`src/rtl/muldiv_unit.sv`:
```
// -----------------------------------------------------------------------------
// muldiv_unit
// Iterative unsigned multiply/divide coprocessor that owns the architectural
// HI/LO registers. One radix-2 step is performed per clock, so a MULTU or DIVU
// keeps the unit busy for WIDTH+1 cycles: WIDTH RUN cycles and one DONE cycle.
//
// Ports:
//   clk    : system clock, all state updates on the rising edge
//   reset  : synchronous active-high reset (highest priority)
//   start  : launch request, sampled only in IDLE
//   op     : 0 = MULTU, 1 = DIVU (sampled with start)
//   a      : multiplicand / dividend (sampled with start)
//   b      : multiplier / divisor (sampled with start)
//   hi_we  : MTHI write enable, honoured only in IDLE when start is low
//   lo_we  : MTLO write enable, honoured only in IDLE when start is low
//   wdata  : write data for MTHI/MTLO
//   busy   : high whenever the unit is not IDLE
//   done   : one-cycle pulse while in DONE
//   hi     : HI register (product upper half / remainder)
//   lo     : LO register (product lower half / quotient)
// -----------------------------------------------------------------------------
module muldiv_unit #(
    parameter int WIDTH = 32
) (
    input  logic             clk,
    input  logic             reset,
    input  logic             start,
    input  logic             op,
    input  logic [WIDTH-1:0] a,
    input  logic [WIDTH-1:0] b,
    input  logic             hi_we,
    input  logic             lo_we,
    input  logic [WIDTH-1:0] wdata,
    output logic             busy,
    output logic             done,
    output logic [WIDTH-1:0] hi,
    output logic [WIDTH-1:0] lo
);

    localparam int CNT_W = $clog2(WIDTH);

    typedef enum logic [1:0] {
        S_IDLE = 2'd0,
        S_RUN  = 2'd1,
        S_DONE = 2'd2
    } state_e;

    state_e             state_q, state_d;
    logic [CNT_W-1:0]   cnt_q, cnt_d;
    logic               op_q, op_d;
    logic [WIDTH-1:0]   b_q, b_d;
    // Multiply: upper_q/lower_q form P. Divide: upper_q is R, lower_q is Q.
    logic [WIDTH-1:0]   upper_q, upper_d;
    logic [WIDTH-1:0]   lower_q, lower_d;
    logic [WIDTH-1:0]   hi_q, hi_d;
    logic [WIDTH-1:0]   lo_q, lo_d;
    logic               busy_q, done_q;

    logic [WIDTH:0]     mul_sum_s;
    logic [WIDTH:0]     div_shift_s;
    logic [WIDTH:0]     div_diff_s;
    logic               div_ge_s;
    logic [WIDTH-1:0]   step_upper_s;
    logic [WIDTH-1:0]   step_lower_s;

    // One radix-2 iteration of the selected algorithm on the working registers.
    always_comb begin
        mul_sum_s   = {1'b0, upper_q} + (lower_q[0] ? {1'b0, b_q} : {(WIDTH+1){1'b0}});
        div_shift_s = {upper_q, lower_q[WIDTH-1]};
        div_diff_s  = div_shift_s - {1'b0, b_q};
        // R < b holds before every step (or b = 0, where the top bit stays
        // clear), so the difference fits in WIDTH+1 signed bits and its sign
        // bit alone decides whether the trial subtraction succeeds.
        div_ge_s    = ~div_diff_s[WIDTH];
        if (op_q) begin
            step_upper_s = div_ge_s ? div_diff_s[WIDTH-1:0] : div_shift_s[WIDTH-1:0];
            step_lower_s = {lower_q[WIDTH-2:0], div_ge_s};
        end else begin
            // Carry of the add drops into the top of P on the right shift.
            step_upper_s = mul_sum_s[WIDTH:1];
            step_lower_s = {mul_sum_s[0], lower_q[WIDTH-1:1]};
        end
    end

    // Next-state logic for the IDLE/RUN/DONE sequencer and HI/LO writes.
    always_comb begin
        state_d = state_q;
        cnt_d   = cnt_q;
        op_d    = op_q;
        b_d     = b_q;
        upper_d = upper_q;
        lower_d = lower_q;
        hi_d    = hi_q;
        lo_d    = lo_q;
        case (state_q)
            S_IDLE: begin
                if (start) begin
                    // Both algorithms start from upper = 0, lower = a.
                    op_d    = op;
                    b_d     = b;
                    cnt_d   = {CNT_W{1'b0}};
                    upper_d = {WIDTH{1'b0}};
                    lower_d = a;
                    state_d = S_RUN;
                end else begin
                    if (hi_we) begin
                        hi_d = wdata;
                    end else begin
                        hi_d = hi_q;
                    end
                    if (lo_we) begin
                        lo_d = wdata;
                    end else begin
                        lo_d = lo_q;
                    end
                end
            end
            S_RUN: begin
                upper_d = step_upper_s;
                lower_d = step_lower_s;
                cnt_d   = cnt_q + CNT_W'(1);
                if (cnt_q == CNT_W'(WIDTH - 1)) begin
                    hi_d    = step_upper_s;
                    lo_d    = step_lower_s;
                    state_d = S_DONE;
                end else begin
                    state_d = S_RUN;
                end
            end
            S_DONE: begin
                state_d = S_IDLE;
            end
            default: begin
                state_d = S_IDLE;
            end
        endcase
    end

    // State, working and architectural registers; flags registered from next state.
    always_ff @(posedge clk) begin
        if (reset) begin
            state_q <= S_IDLE;
            cnt_q   <= {CNT_W{1'b0}};
            op_q    <= 1'b0;
            b_q     <= {WIDTH{1'b0}};
            upper_q <= {WIDTH{1'b0}};
            lower_q <= {WIDTH{1'b0}};
            hi_q    <= {WIDTH{1'b0}};
            lo_q    <= {WIDTH{1'b0}};
            busy_q  <= 1'b0;
            done_q  <= 1'b0;
        end else begin
            state_q <= state_d;
            cnt_q   <= cnt_d;
            op_q    <= op_d;
            b_q     <= b_d;
            upper_q <= upper_d;
            lower_q <= lower_d;
            hi_q    <= hi_d;
            lo_q    <= lo_d;
            busy_q  <= (state_d != S_IDLE);
            done_q  <= (state_d == S_DONE);
        end
    end

    assign busy = busy_q;
    assign done = done_q;
    assign hi   = hi_q;
    assign lo   = lo_q;

endmodule

```
`config.mk`:
```
export PLATFORM = sky130hd
export DESIGN_NAME = muldiv_unit
export DESIGN_NICKNAME = d
export VERILOG_FILES = /design/src/rtl/muldiv_unit.sv
export SDC_FILE = /design/constraint.sdc
export NUM_CORES = 1
export LEC_CHECK = 0
export BUFFER_PORTS_ARGS = -buffer_cell sky130_fd_sc_hd__buf_2
export CORE_MARGIN = 1
export CORE_UTILIZATION = 40
export DETAILED_ROUTE_END_ITERATION = 6
export GPL_TIMING_DRIVEN = 0
export PLACE_DENSITY = 0.62
export SLEW_MARGIN = 20
export SYNTH_ARGS = -nofsm -noshare
export SYNTH_HDL_FRONTEND = slang
export SYNTH_SLANG_ARGS = --single-unit
```
`constraint.sdc`:
```
create_clock -name clk -period 4.9 [get_ports clk]
set_input_delay 0.735 -clock clk [delete_from_list [all_inputs] [get_ports clk]]
set_output_delay 0.735 -clock clk [all_outputs]
set_load 0.005 [all_outputs]
```
# Word-level counts from Yosys, hierarchy flattened
# Cells that the tools add are included.
[word_totals] reg_bits=170 inputBits=102 out_inout_bits=66 elab_cells=50
[classes] n_addsub=3 eq_ne=8 mux=21 bitwise=1 n_reduce_logical=7
[op_table] cell="32-bit two-way mux" count=12
[op_table] cell="32-bit case mux with 2 select lines" count=4
[op_table] cell="32-bit by 32-bit adder with 33-bit output" count=1
[op_table] cell="33-bit by 32-bit subtractor with 33-bit output" count=1
[op_table] cell="2-bit inequality test (second input constant)" count=5
[op_table] cell="5-bit case mux with 2 select lines" count=1
[op_table] cell="4-bit AND reduction" count=2
[op_table] cell="5-bit by 1-bit adder with 5-bit output (second input constant)" count=1
[op_table] cell="5-bit equality test (second input constant)" count=1
[op_table] cell="5-bit two-way mux" count=1
[op_table] cell="2-bit two-way mux" count=2
[op_table] cell="2-bit case mux with 2 select lines" count=1
[op_table] cell="2-bit AND reduction" count=2
[op_table] cell="2-bit nonzero test" count=2
[op_table] cell="2-bit by 1-bit equality test with 1-bit output (second input constant)" count=1
[op_table] cell="2-bit equality test (second input constant)" count=1
[op_table] cell="2-bit zero test" count=1
[op_table] cell="1-bit inverter" count=1

# Depth between registers and ports, before layout
# Gate-level depths: netlist (run 1).
[depth] word_depth=5 mapped_depth=14

# Worst setup path before layout (run 1)
# No wires, ideal clock.
[synth_path] path_type="reg2reg" from="reg lower_q[0]" to="reg upper_q[27]" setup_time_ps=132 arrival_ps=3226 required_time_ps=4768 slack_ps=1542 stages_incl_launch_ff=14 path_buffers=1 period_less_slack_ps=3358 path_cell_list="dfxtp_1 clkbuf_1 and2_1 ha_1 fa_1 a211oi_1 o21ai_0 a41oi_1 o21ai_0 o31ai_1 o21ai_0 xor2_1 o221ai_1 a21oi_1"
[synth_via] elab_chain_cells=4
[synth_lines] element="from (decl)" line_no="54" rtl="logic [WIDTH-1:0] lower_q, lower_d;"
[synth_lines] element="from (signal assigned)" line_no="147" rtl="lower_q <= {WIDTH{1'b0}};"
[synth_lines] element="from (signal assigned)" line_no="158" rtl="lower_q <= lower_d;"
[synth_lines] element="32-bit two-way mux" line_no="68" rtl="mul_sum_s = {1'b0, upper_q} + (lower_q[0] ? {1'b0, b_q} : {(WIDTH+1){1'b0}});"
[synth_lines] element="32-bit by 32-bit adder with 33-bit output" line_no="68"
[synth_lines] element="32-bit two-way mux" line_no="75" rtl="if (op_q) begin"
[synth_lines] element="32-bit case mux with 2 select lines" line_no="95" rtl="case (state_q)"
[synth_lines] element="to (signal assigned)" line_no="146" rtl="upper_q <= {WIDTH{1'b0}};"
[synth_lines] element="to (signal assigned)" line_no="157" rtl="upper_q <= upper_d;"
[synth_lines] element="to (decl)" line_no="53" rtl="logic [WIDTH-1:0] upper_q, upper_d;"
# Every way passes these cells.
# A chain may end at the register's enable or synchronous reset.

# Final worst setup path (run 1)
[layout_path] from="reg lower_q[0]" to="reg upper_q[29]"
# Same word-level chain as after synthesis.

==> flow_summary_export.csv, run 1 <==
group,metric,value,unit
run_status,status,"complete, no violations",
setup_path,end_kind,"flop",
floorplan,die_y,171,um
setup_path,critPathKind,"reg -> reg",
timing,worst_slew_pin_slew,1070,ps
timing,min_period,4710,ps
clocking,cts_setup_buffers,0,
clocking,cts.sinks,170,
synthesis,seq_area_frac_synth,29.9,%
setup_path,slowest_stage,"o21ai_0",
global_routing,grt_usage,30.8,%
drt,drt-pass1-iter-count,5,
setup_path,required,5220,ps
timing,fmax,0.212,GHz
pwr,p_leak,0.00562,uW
place,dp_hpwl,35.7,mm
flow_run,max_cap_violations,0,
worst_hold_path,hold_class,"reg -> reg",
setup_path,path_cells,"clkbuf_1 -> and2_1 -> ha_1 -> fa_1 -> a211oi_1 -> o21ai_0 -> a41oi_2 -> o21ai_0 -> a31o_2 -> a31oi_1 -> xnor2_1 -> a211oi_1 -> a21oi_1",
drt,drt_wl_total,45.4,mm
floorplan,rows,61,
clocking,root_buffer,"clkbuf_16",
timing,fin_crit_sh,96.2,%
clocking,clock_latency,460,ps
finish,area_growth,17.0,%
setup_path,start_kind,"flop",
synthesis,syn_area_per_cell,7.39,um^2
synthesis,syn_area,0.0114,mm^2
global_routing,grt_pass1_vias,11500,
global_routing,grt_first_pass_wirelength,67.5,mm
clocking,numCtsBuffers,17,
drt,viasPerCell,5.95,
drt,drt_iter0_drc,1312,
synthesis,synth_largest_area_cell,"dfxtp_1",
timing,max_slew_margin,28.8,%
timing,rsz0062_at_grt,"false",
clocking,cts_max_path_buffers,2,
synthesis,synthFlopType,"dfxtp_1",
global_routing,grt_overflow_total,0,
floorplan,die_x,171,um
timing,skew,17.1,ps
clocking,path_clk_slew,90,ps
timing,hold_violations,0,
synthesis,synth_warnings,0,
finish,final_layout_size_suffix_gt1_share,13.0,%
place,place.gp.congestion,0.980,
clocking,cts_tree,"yes",
setup_path,critPathMaxStageDelay,730,ps
drt,drc,0,
clocking,htreeDepth,4,
finish,n_antenna_cell,0,
setup_path,cp_max_fo,10,
pwr,finalPower,4040,uW
finish,final_core_utilization,47.7,%
synthesis,synth_common_cells,"271 x nand2_1, 207 x a21oi_1, 170 x dfxtp_1",
drt,drt-wirelength-per-cell,21.5,um
timing,setup_violations,0,
synthesis,synth.top_cell.area_share,29.9,%
synthesis,syn_inst,1538,
setup_path,path_delay_family,"compound AO/OA/AOI/OAI gates",
drt,vias,12600,
synthesis,synth_edf_count,0,
timing,slew_violations,0,
global_routing,grt_max_degree,21,
pwr,ir_drop,0.187,mV
pwr,p_per_area,303,mW/mm^2
floorplan,dieArea,0.0291,mm^2
synthesis,ys_seq_elements,170,
setup_path,path_buf_inv,1,
synthesis,synthTopCellsByArea,"dfxtp_1 30%, a21oi_1 9.1%, nand2_1 8.9%",
drt,ant_nets,0,
floorplan,io_pins,168,
setup_path,arrival,5030,ps
finish,nets,1893,
synthesis,synth_fp_nets,1708,
synthesis,synth_cell_types,73,
floorplan,start_util,40.8,%
place,place.port_buffers,166,
synthesis,synth_most_common_cell,"nand2_1",
floorplan,core,0.0279,mm^2
global_routing,antenna_found_initial,0,
synthesis,async_flop_share,0,%
==> per-stage QoR <==
stage / setup WS, ps / cell area [um^2] / TNS [ps] / std cells / hold WS [ps]
floorplan: 1540 / 11400 / 0 / 1538 / 445
global placement: -106 / 12700 / -392 / 2082 / 435
detailed placement: -59.0 / 12700 / -140 / 2082 / 443
CTS: 86.7 / 13300 / 0 / 2114 / 452
global route: 8.18 / 13300 / 0 / 2114 / 472
finish: 185 / 13300 / 0 / 2114 / 454
==> worst min-delay path, delay by kind of cell, from the launching register on <==
kind               cells  cell delay, ps
DFF                    1             320
and+or+nand+nor        1              50
AOI/OAI and AO/OA      1              50
==> cells in the final DEF (no fill, tap or decap), types with 5 or more instances in the layout <==
cell       synthesis  final
and3_1            14     14
nor2_1            90     90
xor2_1            16     16
ha_1              66     66
and2_1            74     74
inv_8              0      5
o21a_1            13     13
nand3_1           23     23
clkbuf_16          0     17
buf_2              2    168
o21ai_0           84     84
o21bai_1           9      9
a31o_1             7      7
dfxtp_1          170    170
a211o_1            6      6
nor3_1            26     26
a21oi_1          207    207
a311oi_1          42     42
o211ai_1          14     14
nand2_1          271    271
inv_1             46     46
nand4_1            9      9
xnor2_1           29     29
clkbuf_1          87     87
a22oi_1            6      6
buf_1              8      8
nand2b_1           6      6
a211oi_1          44     44
or3_1             28     28
a221oi_1           8      8
a31oi_1           10     10
a21o_1            30     30
a21boi_0           7      7
clkinv_8           0      5
==> sequential cells by signal, indices dropped and copies added, names as in the netlist <==
register and count:
lo 32, op_q 1, upper_q 32, done 1, state_q 2, lower_q 32, hi 32, busy 1
cnt_q 5, b_q 32
==> timing repair <==
action,CTS,global route
gates cloned,0,0
endpoints found under the setup margin,4,4
resized for setup,1,1
hold buffers,0,0
hold endpoints to repair,0,0
==> power breakdown <==
group,internal (uW),leakage (uW),switching [uW]
sequential,1470,0.00139,77.2
clock,698,0.000295,727
combinational,368,0.00393,692
total,2540,0.00562,1500
==> worst paths after layout <==
| kind | from | to | slack (ps) | cells past startpoint |
|---|---|---|---|---|
| worst min register to register | lo[12]$_SDFFE_PP0P_ | lo[12]$_SDFFE_PP0P_ | 450 | 2 |
| worst max register to register | lower_q[0]$_SDFFE_PP0P_ | upper_q[29]$_SDFFE_PP0P_ | 190 | 13 |
| worst max-delay path | lower_q[0]$_SDFFE_PP0P_ | upper_q[29]$_SDFFE_PP0P_ | 190 | 13 |
| worst min-delay path | lo[12]$_SDFFE_PP0P_ | lo[12]$_SDFFE_PP0P_ | 450 | 2 |
==> logic make-up after synthesis <==
family | Yosys count | synth area share [%]
compound gates | 536 | 30.3
simple gates | 566 | 23.1
fa+ha+maj | 68 | 7.62
buf+inv | 146 | 4.91
xor+xnor | 45 | 3.47
mux | 7 | 0.649
flops | 170 | 29.9
==> final cells by class <==
type	count	area, um^2
repair buffers	166	831
inverters	47	176
flip-flops and latches	170	3400
fillers	2905	14600
multi-input cells	1222	7420
clock inverters	15	188
plain buffers	99	382
clock buffers	17	425
well taps	378	473
==> routing by layer <==
layer	wire length [um]	global-route usage (%)	part of all wire, %	vias up
li1	-	-	-	5915
met1	19600	40.8	43	5947
met2	20600	50.4	45	628
met3	3530	4.42	7.8	96
met4	1600	12.1	3.5	0
met5	0	0	0	-
Note: power is estimated with default switching activity, not from simulation.
==> run 2: changes to the inputs <==
Settings changed: CORE_UTILIZATION 40 to 55, PLACE_DENSITY 0.62 to 0.8.
==> run 2 against run 1 <==
Maximum frequency up 4.4%. Cell area fell by 1.4%. Clock skew shrank 4.6 ps. First-iteration DRC count is 0.23% higher. Power is 1.5% lower. Critical endpoint is now upper_q[27]$_SDFFE_PP0P_.
==> flow_summary_export.csv, run 2 (synthesis results as in run 1) <==
group,metric,value,unit
timing,max_slew_margin,38.3,%
global_routing,grt_first_pass_wirelength,64.4,mm
run_status,status,"complete, no violations",
drt,viasPerCell,6.36,
drt,drc,0,
clocking,cts_resized,0,
worst_hold_path,hold_class,"reg -> reg",
timing,finalHoldWorstSlack,454,ps
finish,n_antenna_cell,0,
finish,fin_cells,2005,
clocking,cts_hold_buf,0,
setup_path,cp_max_fo,10,
timing,hold_violations,0,
place,place.gp.congestion,0.984,
floorplan,die_y,146,um
timing,setup_violations,0,
place,dp_hpwl,32.1,mm
timing,fmax,0.221,GHz
setup_path,arrival,4820,ps
drt,drt_iter0_drc,1315,
clocking,path_clk_slew,80,ps
setup_path,start_kind,"flop",
flow_run,max_cap_violations,0,
global_routing,antenna_found_initial,0,
drt,drt-wirelength-per-cell,20.6,um
clocking,htreeDepth,4,
clocking,numCtsBuffers,17,
drt,ant_nets,0,
floorplan,die_x,146,um
timing,fin_crit_sh,92.2,%
floorplan,core,0.0202,mm^2
clocking,root_buffer,"clkbuf_16",
global_routing,grt_pass1_vias,12000,
global_routing,grt_overflow_total,0,
global_routing,grt_max_degree,19,
place,place.port_buffers,166,
clocking,cts_tree,"yes",
drt,drt-pass1-iter-count,6,
drt,drt_wl_total,41.2,mm
finish,mostFrequentLayoutCells,"271 x nand2_1, 207 x a21oi_1, 170 x dfxtp_1",
finish,area_growth,15.4,%
pwr,ir_drop,0.236,mV
setup_path,critPathKind,"reg -> reg",
timing,skew,12.5,ps
finish,nets,1893,
pwr,p_leak,0.00561,uW
floorplan,start_util,56.2,%
timing,worst_slew_pin_slew,925,ps
setup_path,required,5200,ps
finish,final_layout_size_suffix_gt1_share,12.9,%
timing,setup_tns,0,ps
global_routing,grt_usage,38.7,%
clocking,cts.sinks,170,
finish,fillCellCount,1834,
place,numPlacedInstances,1974,
setup_path,end_kind,"flop",
timing,slew_violations,0,
timing,rsz0062_at_grt,"false",
timing,min_period,4520,ps
pwr,p_per_area,303,mW/mm^2
floorplan,rows,52,
drt,vias,12800,
clocking,cts_max_path_buffers,2,
floorplan,dieArea,0.0213,mm^2
clocking,clock_latency,450,ps
floorplan,io_pins,168,
clocking,cts_setup_buffers,0,
finish,layout_commonest_cell,"nand2_1",
[run 2: cell count changes in the layout (fill, tap and decap cells not counted)]
cell / previous run / this run
clkinv_4: 1 / 4
clkinv_8: 5 / 2
a41oi_1: 2 / 3
a41oi_2: 1 / 0
clkinvlp_4: 1 / 0
inv_12: 1 / 0
inv_6: 2 / 3
[run 2: area by class of cell]
type	instances	area [um^2]	share of cell area [%]
Multi-Input combinational cell	1222	7410	56.5
Timing Repair Buffer	166	831	6.33
Inverter	47	176	1.34
Clock inverter	14	150	1.14
Tap cell	270	338	2.58
Buffer	99	382	2.91
Clock buffer	17	425	3.24
Sequential cell	170	3400	25.9
[run 2: report_power, final]
part / leakage (uW) / internal (uW) / total, uW / switching [uW]
clock network: 0.000284 / 680 / 1360 / 684
registers: 0.00139 / 1470 / 1550 / 75.9
logic: 0.00393 / 368 / 1060 / 696
[run 2: worst paths after layout]
kind / startpoint / endpoint / slack [ps] / cells past startpoint
setup / recovery: lower_q[0]$_SDFFE_PP0P_ / upper_q[27]$_SDFFE_PP0P_ / 380 / 13
hold reg to reg: lo[11]$_SDFFE_PP0P_ / lo[11]$_SDFFE_PP0P_ / 450 / 2
setup reg to reg: lower_q[0]$_SDFFE_PP0P_ / upper_q[27]$_SDFFE_PP0P_ / 380 / 13
hold / removal: lo[11]$_SDFFE_PP0P_ / lo[11]$_SDFFE_PP0P_ / 450 / 2
[run 2: critical path: stages (launching register included)]
cell and delay, ps:
dfxtp_1 430, clkbuf_1 330, and2_1 260, ha_1 270, fa_1 470, a211oi_1 290, o21ai_0 180, a41oi_1 470
o21ai_0 330, o31ai_2 450, o21ai_0 250, xor2_1 190, o221ai_1 340, a21oi_1 110
[run 2: routing by layer]
metal | up-vias | wire length (um) | track usage [%]
met3 | 169 | 4010 | 7.21
li1 | 5908 | - | -
met4 | 0 | 2450 | 22.9
met2 | 779 | 17800 | 60.4
met5 | - | 0 | 0
met1 | 5898 | 16900 | 50.0
[run 2: stage by stage]
stage	util, %	power, uW	worst slack (ps)	area [um^2]
after CTS	64.8	3930	313	13100
final	64.8	3980	382	13100
after floorplan	-	2230	1540	11400
after detailed placement	62.0	2600	334	12500
after global placement	62.0	2580	347	12500
after global routing	64.8	4110	156	13100
==> run 3: changes to the inputs <==
Settings changed: CELL_PAD_IN_SITES_DETAIL_PLACEMENT set to 1, CELL_PAD_IN_SITES_GLOBAL_PLACEMENT set to 1, CORE_UTILIZATION 55 to 46, CTS_CLUSTER_DIAMETER set to 60, PLACE_DENSITY 0.8 to 0.9.
==> run 3 against run 2 <==
Maximum frequency fell by 3.1%. Sequential share of layout area shrank 0.13 points. Cell count rose by 2.7%. Sequential power about the same. Critical path depth is the same. Combinational power grew 5%. Critical endpoint is now hi[31]$_SDFFE_PP0P_. Largest cell class unchanged. Highest routed layer unchanged.
==> flow_summary_export.csv, run 3 (synthesis results as in run 1) <==
group,metric,value,unit
setup_path,critPathKind,"reg -> reg",
clocking,cts_max_path_buffers,2,
finish,seqCellArea,0.00340,mm^2
timing,setup_violations,0,
pwr,p_leak,0.00560,uW
clocking,root_buffer,"clkbuf_16",
finish,mostFrequentLayoutCells,"271 x nand2_1, 207 x a21oi_1, 170 x dfxtp_1",
clocking,cts_setup_buffers,0,
finish,final_layout_size_suffix_gt1_share,12.9,%
clocking,cts_resized,0,
timing,setup_tns,0,ps
drt,viasPerCell,6.30,
timing,fmax,0.215,GHz
clocking,cts_hold_buf,0,
clocking,cts_tree,"yes",
floorplan,io_pins,168,
setup_path,slowest_stage,"a41oi_1",
timing,fin_ws,239,ps
clocking,path_clk_slew,80,ps
timing,rsz0062_at_grt,"false",
global_routing,grt_pass1_vias,13300,
global_routing,grt_max_degree,19,
pwr,ir_drop,0.189,mV
drt,ant_nets,0,
global_routing,antenna_found_initial,1,
drt,drt-pass1-iter-count,5,
setup_path,cp_max_fo,10,
timing,worst_slew_pin_slew,951,ps
floorplan,dieArea,0.0253,mm^2
finish,design_area,0.0132,mm^2
drt,drt_wl_total,47.9,mm
timing,skew,11.3,ps
place,place_worst_setup_slack,210,ps
finish,fillCellCount,3203,
worst_hold_path,hold_class,"reg -> reg",
clocking,cts.sinks,170,
finish,layout_commonest_cell,"nand2_1",
floorplan,core,0.0242,mm^2
flow_run,max_cap_violations,0,
pwr,p_per_area,307,mW/mm^2
drt,drt-wirelength-per-cell,23.2,um
drt,vias,13000,
place,dp_hpwl,37.6,mm
finish,nets,1893,
setup_path,start_kind,"flop",
floorplan,rows,57,
run_status,status,"complete, no violations",
setup_path,arrival,4980,ps
setup_path,end_kind,"flop",
clocking,clock_latency,450,ps
setup_path,crit_top_cell,"o21ai_0",
setup_path,path_cells,"clkbuf_1 -> and2_1 -> ha_1 -> fa_1 -> a211oi_1 -> o21ai_0 -> a41oi_1 -> o21ai_0 -> o31ai_2 -> o21ai_0 -> a41o_1 -> o211ai_1 -> a21oi_1",
timing,slew_violations,0,
place,place.port_buffers,166,
finish,multi_input_area,0.00741,mm^2
drt,drc,0,
global_routing,grt_usage,37.5,%
floorplan,die_y,159,um
global_routing,grt_overflow_total,0,
finish,area_growth,16.0,%
timing,max_slew_margin,36.6,%
timing,hold_violations,0,
setup_path,critPathMaxStageDelay,510,ps
clocking,numCtsBuffers,17,
timing,fin_crit_sh,95.1,%
global_routing,grt_first_pass_wirelength,73.9,mm
clocking,htreeDepth,4,
drt,drt_iter0_drc,1098,
floorplan,die_x,159,um
timing,min_period,4660,ps
place,placed_cell_area,0.0126,mm^2
floorplan,start_util,46.9,%
place,place.gp.congestion,0.958,
setup_path,required,5220,ps
run 3: final cells by class:
cell class	instances	share of cell area, %
buffer	99	2.89
clock inverter	14	1.11
tap	324	3.07
multi-input combinational	1222	56.2
timing repair buffer	166	6.30
clock buffer	17	3.23
inverter	47	1.34
antenna	1	0.0190
sequential	170	25.8
run 3: final timing paths:
check	from	to	slack, ps	cells after the start
setup / recovery	lower_q[0]$_SDFFE_PP0P_	hi[31]$_SDFFE_PP0P_	240	13
hold / removal	lo[23]$_SDFFE_PP0P_	lo[23]$_SDFFE_PP0P_	450	2
setup reg to reg	lower_q[0]$_SDFFE_PP0P_	hi[31]$_SDFFE_PP0P_	240	13
hold reg to reg	lo[23]$_SDFFE_PP0P_	lo[23]$_SDFFE_PP0P_	450	2
run 3: stage by stage:
step,util [%],total power [uW],std cells,hold slack [ps]
final,54.4,4050,2060,454
after detailed placement,52.0,2650,2028,445
after floorplan,-,2230,1538,445
after global routing,54.4,4180,2060,469
after CTS,54.3,4010,2059,456
after global placement,52.0,2610,2028,438
run 3: worst max-delay path: cells and delay by family, from the launching register on:
family          cells  cell delay, ps
fa+ha+maj           2             730
compound gates      9            2750
flops               1             460
buf+inv             1             330
simple gates        1             250
run 3: routing by layer:
metal | vias to the layer above | global-route usage [%] | routed length [um]
li1 | 5906 | - | -
met1 | 6265 | 46.9 | 19600
met2 | 639 | 62.4 | 22200
met3 | 171 | 5.18 | 3490
met4 | 0 | 20.7 | 2590
met5 | - | 0 | 0
run 3: power by group:
group / internal, uW / switching [uW]
Combinational: 370 / 739
Sequential: 1470 / 80.7
Clock: 679 / 711
Total: 2520 / 1530
